## src/rtl/param_regfile_if.sv

```systemverilog
// param_regfile_if: write, dual-read and scoreboard-reserve signals of the register file
interface param_regfile_if #(parameter int WIDTH = 16, parameter int DEPTH = 8);
    localparam int AW = $clog2(DEPTH);
    localparam int NB = WIDTH / 8;
    logic             wr_en;
    logic [AW-1:0]    wr_addr;
    logic [WIDTH-1:0] wr_data;
    logic [NB-1:0]    wr_be;
    logic [AW-1:0]    rd0_addr;
    logic [AW-1:0]    rd1_addr;
    logic [WIDTH-1:0] rd0_data;
    logic [WIDTH-1:0] rd1_data;
    logic             rsv_en;
    logic [AW-1:0]    rsv_addr;
    logic             rd0_busy;
    logic             rd1_busy;
    logic             rsv_ok;
    logic [DEPTH-1:0] busy;
    modport master (
        output wr_en, wr_addr, wr_data, wr_be, rd0_addr, rd1_addr, rsv_en, rsv_addr,
        input  rd0_data, rd1_data, rd0_busy, rd1_busy, rsv_ok, busy
    );
    modport slave (
        input  wr_en, wr_addr, wr_data, wr_be, rd0_addr, rd1_addr, rsv_en, rsv_addr,
        output rd0_data, rd1_data, rd0_busy, rd1_busy, rsv_ok, busy
    );
endinterface

```

## src/rtl/param_regfile.sv

```systemverilog
// param_regfile: byte-enabled 2R1W register file with pending-write scoreboard
// Optional REGFILE_BYPASS_EN forwards same-cycle write data/busy-clear to the read ports.
module param_regfile #(
    parameter int WIDTH    = 16,
    parameter int DEPTH    = 8,
    parameter int ZERO_REG = 1
) (
    input logic            clk,
    input logic            rst,
    param_regfile_if.slave bus
);
    localparam int NB = WIDTH / 8;
    logic [WIDTH-1:0] mem [DEPTH];
    logic [DEPTH-1:0] busy_q, clr, set;
    logic [WIDTH-1:0] merged, raw0, raw1;
    logic             wr_zero, rsv_zero, hit0, hit1;
    assign wr_zero  = (ZERO_REG != 0) && (bus.wr_addr == '0);
    assign rsv_zero = (ZERO_REG != 0) && (bus.rsv_addr == '0);
    assign bus.rsv_ok = bus.rsv_en & ~busy_q[bus.rsv_addr] & ~rsv_zero;
    always_comb begin
        merged = mem[bus.wr_addr];
        for (int b = 0; b < NB; b++)
            merged[8*b +: 8] = bus.wr_be[b] ? bus.wr_data[8*b +: 8] : mem[bus.wr_addr][8*b +: 8];
    end
    always_comb begin
        clr = '0;
        set = '0;
        clr[bus.wr_addr]  = bus.wr_en;
        set[bus.rsv_addr] = bus.rsv_ok;
    end
    // set after clear so a same-address reserve outlives the write
    always_ff @(posedge clk) begin
        if (rst) begin
            for (int i = 0; i < DEPTH; i++) mem[i] <= '0;
            busy_q <= '0;
        end else begin
            if (bus.wr_en && !wr_zero) mem[bus.wr_addr] <= merged;
            busy_q <= ((busy_q & ~clr) | set) & ~{{(DEPTH-1){1'b0}}, ZERO_REG != 0};
        end
    end
    assign raw0 = ((ZERO_REG != 0) && bus.rd0_addr == '0) ? '0 : mem[bus.rd0_addr];
    assign raw1 = ((ZERO_REG != 0) && bus.rd1_addr == '0) ? '0 : mem[bus.rd1_addr];
`ifdef REGFILE_BYPASS_EN
    assign hit0 = bus.wr_en && !wr_zero && (bus.rd0_addr == bus.wr_addr);
    assign hit1 = bus.wr_en && !wr_zero && (bus.rd1_addr == bus.wr_addr);
`else
    assign hit0 = 1'b0;
    assign hit1 = 1'b0;
`endif
    assign bus.rd0_data = hit0 ? merged : raw0;
    assign bus.rd1_data = hit1 ? merged : raw1;
    assign bus.rd0_busy = busy_q[bus.rd0_addr] & ~hit0;
    assign bus.rd1_busy = busy_q[bus.rd1_addr] & ~hit1;
    assign bus.busy     = busy_q;
endmodule

```

## src/flat_wrapper.sv

```systemverilog
// flat-port wrapper written by rule: the top's interface ports become plain ports
module param_regfile_flat 
#(
    parameter int WIDTH    = 16,
    parameter int DEPTH    = 8,
    parameter int ZERO_REG = 1
)
  (clk, rst, bus_wr_en, bus_wr_addr, bus_wr_data, bus_wr_be, bus_rd0_addr, bus_rd1_addr, bus_rsv_en, bus_rsv_addr, bus_rd0_data, bus_rd1_data, bus_rd0_busy, bus_rd1_busy, bus_rsv_ok, bus_busy);
  param_regfile_if #(.WIDTH(WIDTH), .DEPTH(DEPTH)) bus_i ();
  input logic clk;
  input logic rst;
  input wire logic [$bits(bus_i.wr_en)-1:0] bus_wr_en;
  input wire logic [$bits(bus_i.wr_addr)-1:0] bus_wr_addr;
  input wire logic [$bits(bus_i.wr_data)-1:0] bus_wr_data;
  input wire logic [$bits(bus_i.wr_be)-1:0] bus_wr_be;
  input wire logic [$bits(bus_i.rd0_addr)-1:0] bus_rd0_addr;
  input wire logic [$bits(bus_i.rd1_addr)-1:0] bus_rd1_addr;
  input wire logic [$bits(bus_i.rsv_en)-1:0] bus_rsv_en;
  input wire logic [$bits(bus_i.rsv_addr)-1:0] bus_rsv_addr;
  output wire logic [$bits(bus_i.rd0_data)-1:0] bus_rd0_data;
  output wire logic [$bits(bus_i.rd1_data)-1:0] bus_rd1_data;
  output wire logic [$bits(bus_i.rd0_busy)-1:0] bus_rd0_busy;
  output wire logic [$bits(bus_i.rd1_busy)-1:0] bus_rd1_busy;
  output wire logic [$bits(bus_i.rsv_ok)-1:0] bus_rsv_ok;
  output wire logic [$bits(bus_i.busy)-1:0] bus_busy;
  assign bus_i.wr_en = bus_wr_en;
  assign bus_i.wr_addr = bus_wr_addr;
  assign bus_i.wr_data = bus_wr_data;
  assign bus_i.wr_be = bus_wr_be;
  assign bus_i.rd0_addr = bus_rd0_addr;
  assign bus_i.rd1_addr = bus_rd1_addr;
  assign bus_i.rsv_en = bus_rsv_en;
  assign bus_i.rsv_addr = bus_rsv_addr;
  assign bus_rd0_data = bus_i.rd0_data;
  assign bus_rd1_data = bus_i.rd1_data;
  assign bus_rd0_busy = bus_i.rd0_busy;
  assign bus_rd1_busy = bus_i.rd1_busy;
  assign bus_rsv_ok = bus_i.rsv_ok;
  assign bus_busy = bus_i.busy;
  param_regfile #(.WIDTH(WIDTH), .DEPTH(DEPTH), .ZERO_REG(ZERO_REG)) u_core (.clk(clk), .rst(rst), .bus(bus_i));
endmodule
```

## config.mk

```make
export PLATFORM = sky130hd
export DESIGN_NAME = param_regfile_flat
export DESIGN_NICKNAME = d
export VERILOG_FILES = /design/src/rtl/param_regfile_if.sv /design/src/rtl/param_regfile.sv /design/src/flat_wrapper.sv
export SDC_FILE = /design/constraint.sdc
export NUM_CORES = 1
export LEC_CHECK = 0
export BUFFER_PORTS_ARGS = -buffer_cell sky130_fd_sc_hd__buf_2
export CAP_MARGIN = 20
export CORE_MARGIN = 2
export CORE_UTILIZATION = 64
export DETAILED_ROUTE_END_ITERATION = 16
export GPL_ROUTABILITY_DRIVEN = 0
export PLACE_DENSITY_LB_ADDON = 0.05
export SLEW_MARGIN = 10
export SYNTH_ARGS = -nofsm -noshare
export SYNTH_HDL_FRONTEND = slang
export SYNTH_SLANG_ARGS = --single-unit
```

## constraint.sdc

```tcl
create_clock -name clk -period 6.1 [get_ports clk]
set_input_delay 1.83 -clock clk [delete_from_list [all_inputs] [get_ports clk]]
set_output_delay 1.83 -clock clk [all_outputs]
set_load 0.005 [all_outputs]
```

Word-level counts from Yosys, hierarchy flattened. Memory sizes are Yosys's and may differ from the RTL's. Index checks and enable logic that the tools add are counted.

Multiplexer cells: 22. Bitwise operators: 9. Magnitude comparators: 6. Eq/ne operators: 2. Reduce and logical (&&, ||, !) cells: 11.

Operators with widths (count): two-way mux 16 bit (3); AND 8 bit (3); < comparator 3 x 4 -> 1 bit, second input constant (4); two-way mux 8 bit (2); OR reduction 16 bit (1); zero test 3 bit (4); two-way mux 1 bit (10); binary-select mux 1 bit (select 3 bit) (3); NOT 8 bit (1); bitwise OR 8 bit (1); demux 1 bit (select 3 bit) (2); >= comparator 3 x 1 -> 1 bit, second input constant (2); AND reduction 2 bit (2); logical AND 1 bit (3); two-way mux 3 bit (1); AND 1 bit (2); two-way mux 2 bit (1); != test 1 bit, second input constant (2); NOT 1 bit (2); zero test 1 bit (1).

Output and inout port bits: 43. Memories: 1. RAM bits: 128. Input bits: 34. Logic and storage cells: 53. Bits in registers: 8.

Memory list: u_core.mem (words 8, bits a word 16, rd ports 2, clocked after Yosys merged registers in 0, write ports 8, line param_regfile.sv:13) `logic [WIDTH-1:0] mem [DEPTH];`.

Depth between registers and ports, before layout.
Word-level depth: 9. Mapped depth: 6. Mapped depth without buffers: 3.

Worst setup path after synthesis. Ideal clock, no wire load.

Kind: input to output. Start: input port bus_rsv_addr[0]. End: output port bus_rsv_ok. Cell stages on the path: 4. Path buffers: 1. Arrival: 2.795 ns. Setup slack: 1.475 ns. Data required time: 4.270 ns. Cells stage by stage: clkbuf_1 -> mux4_2 -> nand2_1 -> and3_1.

Word-level cells in the longest chain between the ends: 5. Elaborated cells between the ends (all ways): 7. Classes of those cells: mux (2); bitwise (4); reduce/logical (1).

Ends and longest elaborated chain: start, declared (line flat_wrapper.sv:19) `input wire logic [$bits(bus_i.rsv_addr)-1:0] bus_rsv_addr;`; binary-select mux 1 bit (select 3 bit) (line param_regfile.sv:19) `assign bus.rsv_ok = bus.rsv_en & ~busy_q[bus.rsv_addr] & ~rsv_zero;`; two-way mux 1 bit (implied by the code) (line param_regfile.sv:19); NOT 1 bit (line param_regfile.sv:19); AND 1 bit (line param_regfile.sv:19); AND 1 bit (*) (line param_regfile.sv:19); end, declared (line flat_wrapper.sv:24) `output wire logic [$bits(bus_i.rsv_ok)-1:0] bus_rsv_ok;`.

Every way passes the cells marked *; elsewhere a longest branch is shown, timed or not. The select of a mux whose other input is x is not followed.

Worst setup path in the final report.
Start: input port bus_rd1_addr[0]. End: output port bus_rd1_data[7].

Word-level cells in the longest chain between the ends: 2. Elaborated cells between the ends (all ways): 3. Classes of those cells: mux (1); reduce/logical (1); memory (1).

Ends and longest elaborated chain: start, declared (line flat_wrapper.sv:17) `input wire logic [$bits(bus_i.rd1_addr)-1:0] bus_rd1_addr;`; memory read (8 x 16 bit) or zero test 3 bit (tied branches); two-way mux 16 bit (*) (line param_regfile.sv:42) `assign raw1 = ((ZERO_REG != 0) && bus.rd1_addr == '0) ? '0 : mem[bus.rd1_addr];`; end, declared (line flat_wrapper.sv:21) `output wire logic [$bits(bus_i.rd1_data)-1:0] bus_rd1_data;`.

Every way passes the cells marked *; elsewhere a longest branch is shown, timed or not.

==> qor.yml <==
status: "completed"
antenna_cells: 0
dr.pass1.iters: 5
period_minus_slack_ps: 5420
cellLeakagePower_nw: 3.35
crit_family: "buffers and inverters"
worst_slew_pin_slew_ps: 862
cell_taking_the_most_area_after_synthesis: "sky130_fd_sc_hd__edfxtp_1"
buffer_ports.inserted: 75
routed_via_density: 6.74
detailedPlacementHpwl_mm: 14.2
die_h_um: 114
clock_skew_ps: 0
cp_max_fo: 21
synth.cells.most_frequent: "sky130_fd_sc_hd__edfxtp_1, sky130_fd_sc_hd__and2_1, sky130_fd_sc_hd__mux2i_1"
synth.lib_cells_used.distinct: 37
synth_edf_count: 128
worstPathArrival_ps: 3590
io_pins: 77
global_route.overflow_total: 0
final-setup-viol-count: 0
cts-root-to-sink-buffers: 2
fp.dieArea_um2: 12900
antenna_left: 0
hold_path_depth: 1
grt_pass1_wl_mm: 31.9
cts.repair_timing.setup_buffer_count: 0
areaGrowthSynthToFinish_pct: 14.4
post_cts.resized_instances: 0
syn-mean-instance-area_um2: 12.1
row_count: 39
finish.net_count: 745
postSynth.asyncResetShare: 0
timing.critical_path.buf_inv: 2
period_share: 0.888
globalRouteTotalUtil: 0.330
cts_tree: "done"
number_of_global_route_vias_before_repair: 5707
endpoint_class_of_the_critical_path: "output port"
synth_warnings: 0
total_count_of_max_transition_violations_in_the_final_report: 0
core-area_um2: 11600
crit_required_ps: 4270
pin_count_of_the_biggest_net_entering_global_routing: 42
fillers: 756
layout-drive-gt1-share: 0.231
routed_wl_mm: 20.5
cts_max_level: 4
reg2reg_depth: 2
maxCapViolations: 0
maxClockFrequency_mhz: 185
worstSetupStartpointType: "primary input"
grt_antenna_before_repair: 0
effective_utilization_at_floorplan: 0.664
clock_sink_count: 135
worst_setup_hold_path_clk_slew_ps: 60
ctsHoldBuffers: 0
unrepaired_setup_endpoints_after_global_routing: "no"
cts-buffers-inserted: 17
post_synth_instance_area_um2: 7680
power.ir.vdd_worst_mv: 0.284
hold_viol: 0
detail_route.iter0.violations: 669
clock-root-buffer: "sky130_fd_sc_hd__clkbuf_16"
synth_top_cell_area_share: 0.501
synth-main-ff-cell: "sky130_fd_sc_hd__edfxtp_1"
sequential_to_total_area_share_from_yosys_stat: 0.519
fin_tns_setup_ps: 0
max_slew_margin: 0.425
synth_area_leaders: "sky130_fd_sc_hd__edfxtp_1, sky130_fd_sc_hd__and2_1, sky130_fd_sc_hd__mux2i_1"
yosys.cell_count.top_type: "sky130_fd_sc_hd__edfxtp_1"
critPathKind: "in2out"
power_density_nw_per_um2: 292
worst_skew_pair.late_latency_ps: 420
max_stage_delay_ps: 540
cp.depth: 5
avgRoutedWirePerCell_um: 23.7
timing.critical_path.slowest_stage_cell: "sky130_fd_sc_hd__nand2_1"
remaining_drc_errors: 0
hold_path_class: "reg2reg"
power_mw: 2.56
crit_chain: "buf_2 > nand2_1 > o221ai_1 > a22oi_1 > buf_2"
routed-via-count: 5841
syn-instance-count: 635
die-width_um: 114
critical_path.most_common_cell: "sky130_fd_sc_hd__buf_2"
flip_flop_and_latch_count_after_synthesis: 135
-- routing by layer --
| metal | GRT usage | vias to the layer above | wire (µm) |
|---|---|---|---|
| li1 | - | 2561 | - |
| met1 | 0.491 | 2851 | 8520 |
| met5 | 0 | - | 0 |
| met2 | 0.491 | 381 | 9330 |
| met3 | 0.0670 | 48 | 2210 |
| met4 | 0.114 | 0 | 483 |
-- state kept, by name, summed over array words and instances (netlist names) --
signal	count
u_core.bus.busy	7
u_core.mem	128
-- layout make-up --
class | instances | area [µm²] | share of cell area
clock inverter | 15 | 233 | 0.0265
clock buffer | 17 | 425 | 0.0484
inverter | 2 | 7.51 | 0.000855
tap | 143 | 179 | 0.0204
multi-input combinational | 468 | 3470 | 0.395
sequential | 135 | 3980 | 0.454
timing repair buffer | 87 | 480 | 0.0547
-- per-stage QoR --
step	utilization	cells	cell area, µm²	worst slack [ps]	hold WS [ps]
floorplan	-	651	7740	1480	521
global placement	0.702	835	8120	759	545
detailed placement	0.702	835	8120	745	549
CTS	0.759	867	8780	724	557
global route	0.759	867	8780	556	591
finish	0.759	867	8780	682	572
-- worst paths after layout --
kind                                         start                 end  slack [ps]
worst min-delay path            u_core.bus.busy[6]  u_core.bus.busy[6]         570
worst max register to register  u_core.bus.busy[5]  u_core.bus.busy[5]        5230
worst max-delay path               bus_rd1_addr[0]     bus_rd1_data[7]         680
worst min register to register  u_core.bus.busy[6]  u_core.bus.busy[6]         570
-- where the power goes --
part | internal, mW | switching (mW)
combinational | 0.129 | 0.171
sequential | 1.07 | 0.0416
clock | 0.760 | 0.389
-- cells by family (layout without fill, tap and decap cells) --
logic type,Yosys count,after routing,synth area share
AND/OR/NAND/NOR,215,215,0.165
buffers and inverters,48,121,0.0363
flip-flops,135,135,0.519
multiplexers,88,88,0.148
other,1,17,0.000489
AO/OA/AOI/OAI,148,148,0.131
-- cell usage in the layout, fill, tap and decap left out, types with 12 or more instances in the layout --
cell,instances
sky130_fd_sc_hd__edfxtp_1,128
sky130_fd_sc_hd__and2_1,115
sky130_fd_sc_hd__buf_2,74
sky130_fd_sc_hd__mux2i_1,52
sky130_fd_sc_hd__nor2b_1,38
sky130_fd_sc_hd__o21ai_0,33
sky130_fd_sc_hd__nand2_1,22
sky130_fd_sc_hd__a21oi_1,20
sky130_fd_sc_hd__mux4_2,19
sky130_fd_sc_hd__o31ai_1,17
sky130_fd_sc_hd__a2bb2oi_1,17
sky130_fd_sc_hd__mux2_2,17
sky130_fd_sc_hd__conb_1,17
sky130_fd_sc_hd__clkbuf_16,17
sky130_fd_sc_hd__o22ai_1,16
sky130_fd_sc_hd__nor2_1,15
sky130_fd_sc_hd__o221ai_1,15
sky130_fd_sc_hd__a22oi_1,15
sky130_fd_sc_hd__or2_2,14
sky130_fd_sc_hd__buf_4,12
(Power assumes the default switching activity.)
